**src/rtl/config_chain_loader.sv**
```systemverilog
// Serial configuration chain loader: streams CHAIN_LENGTH bits from host words into the
// chain head, MSB first, while capturing the chain tail into readback words.
module config_chain_loader #(
    parameter int WORD_WIDTH   = 32,
    parameter int CHAIN_LENGTH = 36,
    parameter int COUNT_WIDTH  = 16
) (
    input  logic                  config_clock,
    input  logic                  config_nreset,
    input  logic                  start,
    input  logic                  abort,
    input  logic [WORD_WIDTH-1:0] word_in,
    input  logic                  word_valid,
    output logic                  word_ready,
    output logic                  chain_data,
    output logic                  chain_enable,
    input  logic                  chain_return,
    output logic [WORD_WIDTH-1:0] readback_word,
    output logic                  readback_valid,
    output logic                  busy,
    output logic                  done
);

    typedef enum logic [1:0] {
        S_IDLE  = 2'd0,
        S_LOAD  = 2'd1,
        S_SHIFT = 2'd2,
        S_DONE  = 2'd3
    } state_t;

    localparam logic [COUNT_WIDTH-1:0] ONE_C        = COUNT_WIDTH'(1);
    localparam logic [COUNT_WIDTH-1:0] WORD_BITS_C  = COUNT_WIDTH'(WORD_WIDTH);
    localparam logic [COUNT_WIDTH-1:0] CHAIN_BITS_C = COUNT_WIDTH'(CHAIN_LENGTH);

    state_t                 state_q;
    logic [WORD_WIDTH-1:0]  shreg_q;
    logic [WORD_WIDTH-1:0]  rb_shreg_q;
    logic [WORD_WIDTH-1:0]  rb_word_q;
    logic [COUNT_WIDTH-1:0] remaining_q;
    logic [COUNT_WIDTH-1:0] word_bits_q;
    logic [COUNT_WIDTH-1:0] rb_count_q;
    logic                   busy_q;
    logic                   done_q;
    logic                   rb_valid_q;

    logic [WORD_WIDTH-1:0]  rb_shreg_d;
    logic [WORD_WIDTH-1:0]  rb_flush_d;
    logic [COUNT_WIDTH-1:0] rb_count_d;
    logic [COUNT_WIDTH-1:0] remaining_d;
    logic [COUNT_WIDTH-1:0] word_bits_d;
    logic [COUNT_WIDTH-1:0] load_bits_d;

    assign rb_shreg_d  = {rb_shreg_q[WORD_WIDTH-2:0], chain_return};
    assign rb_count_d  = rb_count_q + ONE_C;
    // Final partial readback word is left-aligned, so the first bit out sits in the MSB.
    assign rb_flush_d  = rb_shreg_d << (WORD_BITS_C - rb_count_d);
    assign remaining_d = remaining_q - ONE_C;
    assign word_bits_d = word_bits_q - ONE_C;
    assign load_bits_d = (remaining_q < WORD_BITS_C) ? remaining_q : WORD_BITS_C;

    always_ff @(posedge config_clock or negedge config_nreset) begin
        if (!config_nreset) begin
            state_q     <= S_IDLE;
            shreg_q     <= '0;
            rb_shreg_q  <= '0;
            rb_word_q   <= '0;
            remaining_q <= '0;
            word_bits_q <= '0;
            rb_count_q  <= '0;
            busy_q      <= 1'b0;
            done_q      <= 1'b0;
            rb_valid_q  <= 1'b0;
        end else begin
            done_q     <= 1'b0;
            rb_valid_q <= 1'b0;
            case (state_q)
                S_IDLE: begin
                    if (start) begin
                        state_q     <= S_LOAD;
                        remaining_q <= CHAIN_BITS_C;
                        rb_count_q  <= '0;
                        rb_shreg_q  <= '0;
                        busy_q      <= 1'b1;
                    end
                end
                S_LOAD: begin
                    if (abort) begin
                        state_q <= S_IDLE;
                        busy_q  <= 1'b0;
                    end else if (word_valid) begin
                        shreg_q     <= word_in;
                        word_bits_q <= load_bits_d;
                        state_q     <= S_SHIFT;
                    end
                end
                S_SHIFT: begin
                    shreg_q     <= shreg_q << 1;
                    remaining_q <= remaining_d;
                    word_bits_q <= word_bits_d;
                    rb_shreg_q  <= rb_shreg_d;
                    // The tiles still shift on an aborting edge; only our bookkeeping stops.
                    if (abort) begin
                        state_q <= S_IDLE;
                        busy_q  <= 1'b0;
                    end else begin
                        if (rb_count_d == WORD_BITS_C) begin
                            rb_word_q  <= rb_shreg_d;
                            rb_valid_q <= 1'b1;
                            rb_count_q <= '0;
                        end else begin
                            rb_count_q <= rb_count_d;
                        end
                        if (word_bits_q == ONE_C) begin
                            if (remaining_q == ONE_C) begin
                                state_q <= S_DONE;
                                done_q  <= 1'b1;
                                if (rb_count_d != WORD_BITS_C) begin
                                    rb_word_q  <= rb_flush_d;
                                    rb_valid_q <= 1'b1;
                                end
                            end else begin
                                state_q <= S_LOAD;
                            end
                        end
                    end
                end
                S_DONE: begin
                    busy_q  <= 1'b0;
                    state_q <= S_IDLE;
                end
                default: begin
                    state_q <= S_IDLE;
                    busy_q  <= 1'b0;
                end
            endcase
        end
    end

    assign word_ready     = (state_q == S_LOAD);
    assign chain_enable   = (state_q == S_SHIFT);
    assign chain_data     = (state_q == S_SHIFT) & shreg_q[WORD_WIDTH-1];
    assign readback_word  = rb_word_q;
    assign readback_valid = rb_valid_q;
    assign busy           = busy_q;
    assign done           = done_q;

endmodule

```
**config.mk**
```make
export PLATFORM = sky130hd
export DESIGN_NAME = config_chain_loader
export DESIGN_NICKNAME = d
export VERILOG_FILES = /design/src/rtl/config_chain_loader.sv
export SDC_FILE = /design/constraint.sdc
export NUM_CORES = 1
export LEC_CHECK = 0
export ABC_AREA = 0
export BUFFER_PORTS_ARGS = -buffer_cell sky130_fd_sc_hd__buf_2
export CORE_MARGIN = 2
export CORE_UTILIZATION = 45
export DETAILED_ROUTE_END_ITERATION = 10
export SLEW_MARGIN = 20
export SYNTH_ARGS = -nofsm -noshare
export SYNTH_HDL_FRONTEND = slang
export SYNTH_SLANG_ARGS = --single-unit
```
**constraint.sdc**
```tcl
create_clock -name config_clock -period 4.2 [get_ports config_clock]
set_input_delay 1.05 -clock config_clock [delete_from_list [all_inputs] [get_ports config_clock]]
set_output_delay 1.05 -clock config_clock [all_outputs]
set_load 0.005 [all_outputs]
```
==> impl_metrics.tcl <==
set metrics [dict create \
    setup_viol 0 \
    h-tree-depth 4 \
    avgViaCountPerCell 6.221 \
    yosys-top-cells-area "dfrtp_1 (40%), mux4_2 (7.7%), nor2_1 (4.1%), o21ai_0 (4.1%), nand2_1 (3.8%)" \
    p_total_mw 4.826 \
    setup_ws_ns 0.4639 \
    core-area_um2 20300 \
    cts_tree "built" \
    ys_ff_latch 148 \
    crit_type "flip-flop to flip-flop" \
    final_hold_viol_count 0 \
    critical_path_required_ns 4.49 \
    syn_avg_cell_area_um2 9.202 \
    yosys_warnings 0 \
    grt_max_degree 75 \
    vias 8324 \
    instances_no_fill 1338 \
    portBuffers 75 \
    yosys_most_used_dff "dfrtp_1" \
    hold_class "flip-flop to flip-flop" \
    synth.distinct_cells 72 \
    cp_max_fo 13 \
    track_usage_pct 24.83 \
    rr_startpoint "rb_count_q[1]$_DFFE_PN0P_" \
    end_kind "flip-flop" \
    r2r_setup_slack_ns 0.46 \
    period_minus_slack_ns 3.736 \
    fin_crit_sh_pct 88.96 \
    clkTransAtPathRegs_ns 0.07 \
    overflow 0 \
    synth_most_common_cell "dfrtp_1" \
    syn-num-nets 1062 \
    cts_setup_buffers 0 \
    fin_util_pct 52.05 \
    tns_ns 0 \
    worstSetupStartpoint "rb_count_q[1]$_DFFE_PN0P_" \
    power.leakage_nw 4.404 \
    antenna_found_initial 0 \
    cpPeakStageDelay_ns 0.63 \
    drtIter0Drc 728 \
    async_reset_ff_share_pct 100.0 \
    place_inst 1306 \
    pin_count 76 \
    fmax_mhz 267.7 \
    skew_ns 0.01210 \
    drv_slew 0 \
    final_nets 1102 \
    grt_pass1_wl_um 43190 \
    cts_resized 0 \
    path_cells "ha_2, nand4_2, nor4_1, xor2_1, or3_1, nor2_1, o21ai_1, buf_4, a22oi_1, o31ai_1" \
    cts_root_buffer "clkbuf_16" \
    start_kind "flip-flop" \
    clock_sinks 148 \
    start_util_pct 46.01 \
    fillers 1895 \
    place_area_um2 9966 \
    cts_made_buffers 17 \
    antennaDiodeCount 0 \
    cts.path.max_buffers 2 \
    dieArea_um2 21920 \
    cp.arrival_ns 4.03 \
    finalHoldWorstSlack_ns 0.4812 \
    maxCapViolations 0 \
    rows 52 \
    globalplace.congestion 0.9677 \
    cts_hold_buf 0 \
    areaGrowthSynthToFinish_pct 13.11 \
    ys_seq_area_share_pct 39.65 \
    slew_headroom_pct 22.45 \
    powerDensity_nw_per_um2 456.7 \
    yosysTopAreaCell "dfrtp_1" \
    tightest_slew_ns 1.155 \
    drive_above_1_share_pct 18.35 \
    reg2regPathDepth 10 \
    syn_inst 1015 \
    totalWireLength_um 26500 \
    hpwlAfterDp_um 18540 \
    drc_errors 0 \
    die_w_um 148.1 \
    worstSkewPairLatency_ns 0.43 \
    synth_edf_count 0 \
    fin_area_um2 10570 \
    synth_commonest_cells "dfrtp_1 (148), nor2_1 (103), nand2_1 (94)" \
    dr.pass1.iters 5 \
    grt_pass1_vias 7869 \
    die_y_um 148.1 \
    dp_worst_setup_slack_ns 0.1021 \
    r2r-end "readback_word[27]$_DFFE_PN0P_" \
    netlist_area_um2 9340 \
    detail-route-antenna-nets 0 \
    status "finished, final reports clean" \
    wl_per_cell_um 19.80 \
    peakVddDrop_v 0.0003412 \
    synth_top_cell_area_share_pct 39.65 \
    rsz0062_at_grt "no" \
    timing.critical_path.to "readback_word[27]$_DFFE_PN0P_" \
    cp_slowest_cell "nor4_1" \
]
[registers in the layout (all words and copies together), names as in the netlist]
signal          count
busy                1
done                1
rb_count_q         16
rb_shreg_q         31
readback_valid      1
readback_word      32
remaining_q        16
shreg_q            32
state_q             2
word_bits_q        16
[layer usage]
| layer | share of wire (%) | global-route usage [%] | vias up |
|---|---|---|---|
| met5 | 0 | 0 | - |
| met4 | 1.7 | 6.810 | 0 |
| met3 | 7.2 | 5.552 | 38 |
| met2 | 45 | 37.78 | 302 |
| met1 | 46 | 35.99 | 4071 |
| li1 | - | - | 3913 |
[worst min path at each step]
| stage | start | endpoint | slack, ns | depth (start not counted) |
|---|---|---|---|---|
| after global routing | shreg_q[28]$_DFFE_PN0P_ | shreg_q[28]$_DFFE_PN0P_ | 0.51 | 2 |
| after global placement | shreg_q[28]$_DFFE_PN0P_ | shreg_q[28]$_DFFE_PN0P_ | 0.46 | 2 |
| after floorplan | shreg_q[30]$_DFFE_PN0P_ | shreg_q[30]$_DFFE_PN0P_ | 0.44 | 2 |
| final | shreg_q[28]$_DFFE_PN0P_ | shreg_q[28]$_DFFE_PN0P_ | 0.48 | 2 |
| after detailed placement | shreg_q[28]$_DFFE_PN0P_ | shreg_q[28]$_DFFE_PN0P_ | 0.47 | 2 |
| after CTS | shreg_q[28]$_DFFE_PN0P_ | shreg_q[28]$_DFFE_PN0P_ | 0.49 | 2 |
[kinds of logic (layout without fill, tap and decap cells)]
group | count (synthesis) | in the layout | share of synthesized area [%]
and+or+nand+nor | 355 | 355 | 18.53
muxes | 71 | 71 | 12.04
xor gates and xnor gates | 25 | 25 | 2.344
adders and majority gates | 9 | 9 | 1.206
buffers and inverters | 99 | 152 | 4.313
DFF | 148 | 148 | 39.65
AOI/OAI and AO/OA | 308 | 308 | 21.92
[power by group]
part / internal, mW / switching, mW
logic: 0.510 / 0.869
clock network: 0.892 / 0.681
registers: 1.68 / 0.188
total: 3.09 / 1.74
[area by class of cell]
class | instances | area (um2) | share of cell area [%]
Multi-Input combinational cell | 768 | 5260 | 49.79
Clock buffer | 17 | 425.4 | 4.027
Timing Repair Buffer | 103 | 604.3 | 5.720
Sequential cell | 148 | 3705 | 35.07
Inverter | 17 | 63.81 | 0.6040
Clock inverter | 15 | 168.9 | 1.599
Tap cell | 270 | 337.8 | 3.198
[cells in the final DEF, fill, tap and decap left out, types with 11 or more instances in the layout]
cell type	count
a211oi_1	12
mux4_2	32
nor3_1	27
and3_1	17
nand3_1	29
o22ai_1	11
nand2_1	94
clkbuf_16	17
a22o_1	34
mux2_2	11
o21ai_0	76
a21oi_1	58
dfrtp_1	147
buf_4	27
o31ai_1	25
a22oi_1	25
mux2i_1	28
nor2_1	103
nand4_1	16
inv_1	16
buf_2	74
xnor2_1	13
[critical path, delay by kind of cell, from the launching register on]
family                     cells  cell delay (ns)
and+or+nand+nor                4             1.52
AOI/OAI and AO/OA              3             0.68
DFF                            1             0.48
adders and majority gates      1             0.36
buffers and inverters          1             0.35
xor gates and xnor gates       1             0.21
(Power assumes the default switching activity.)
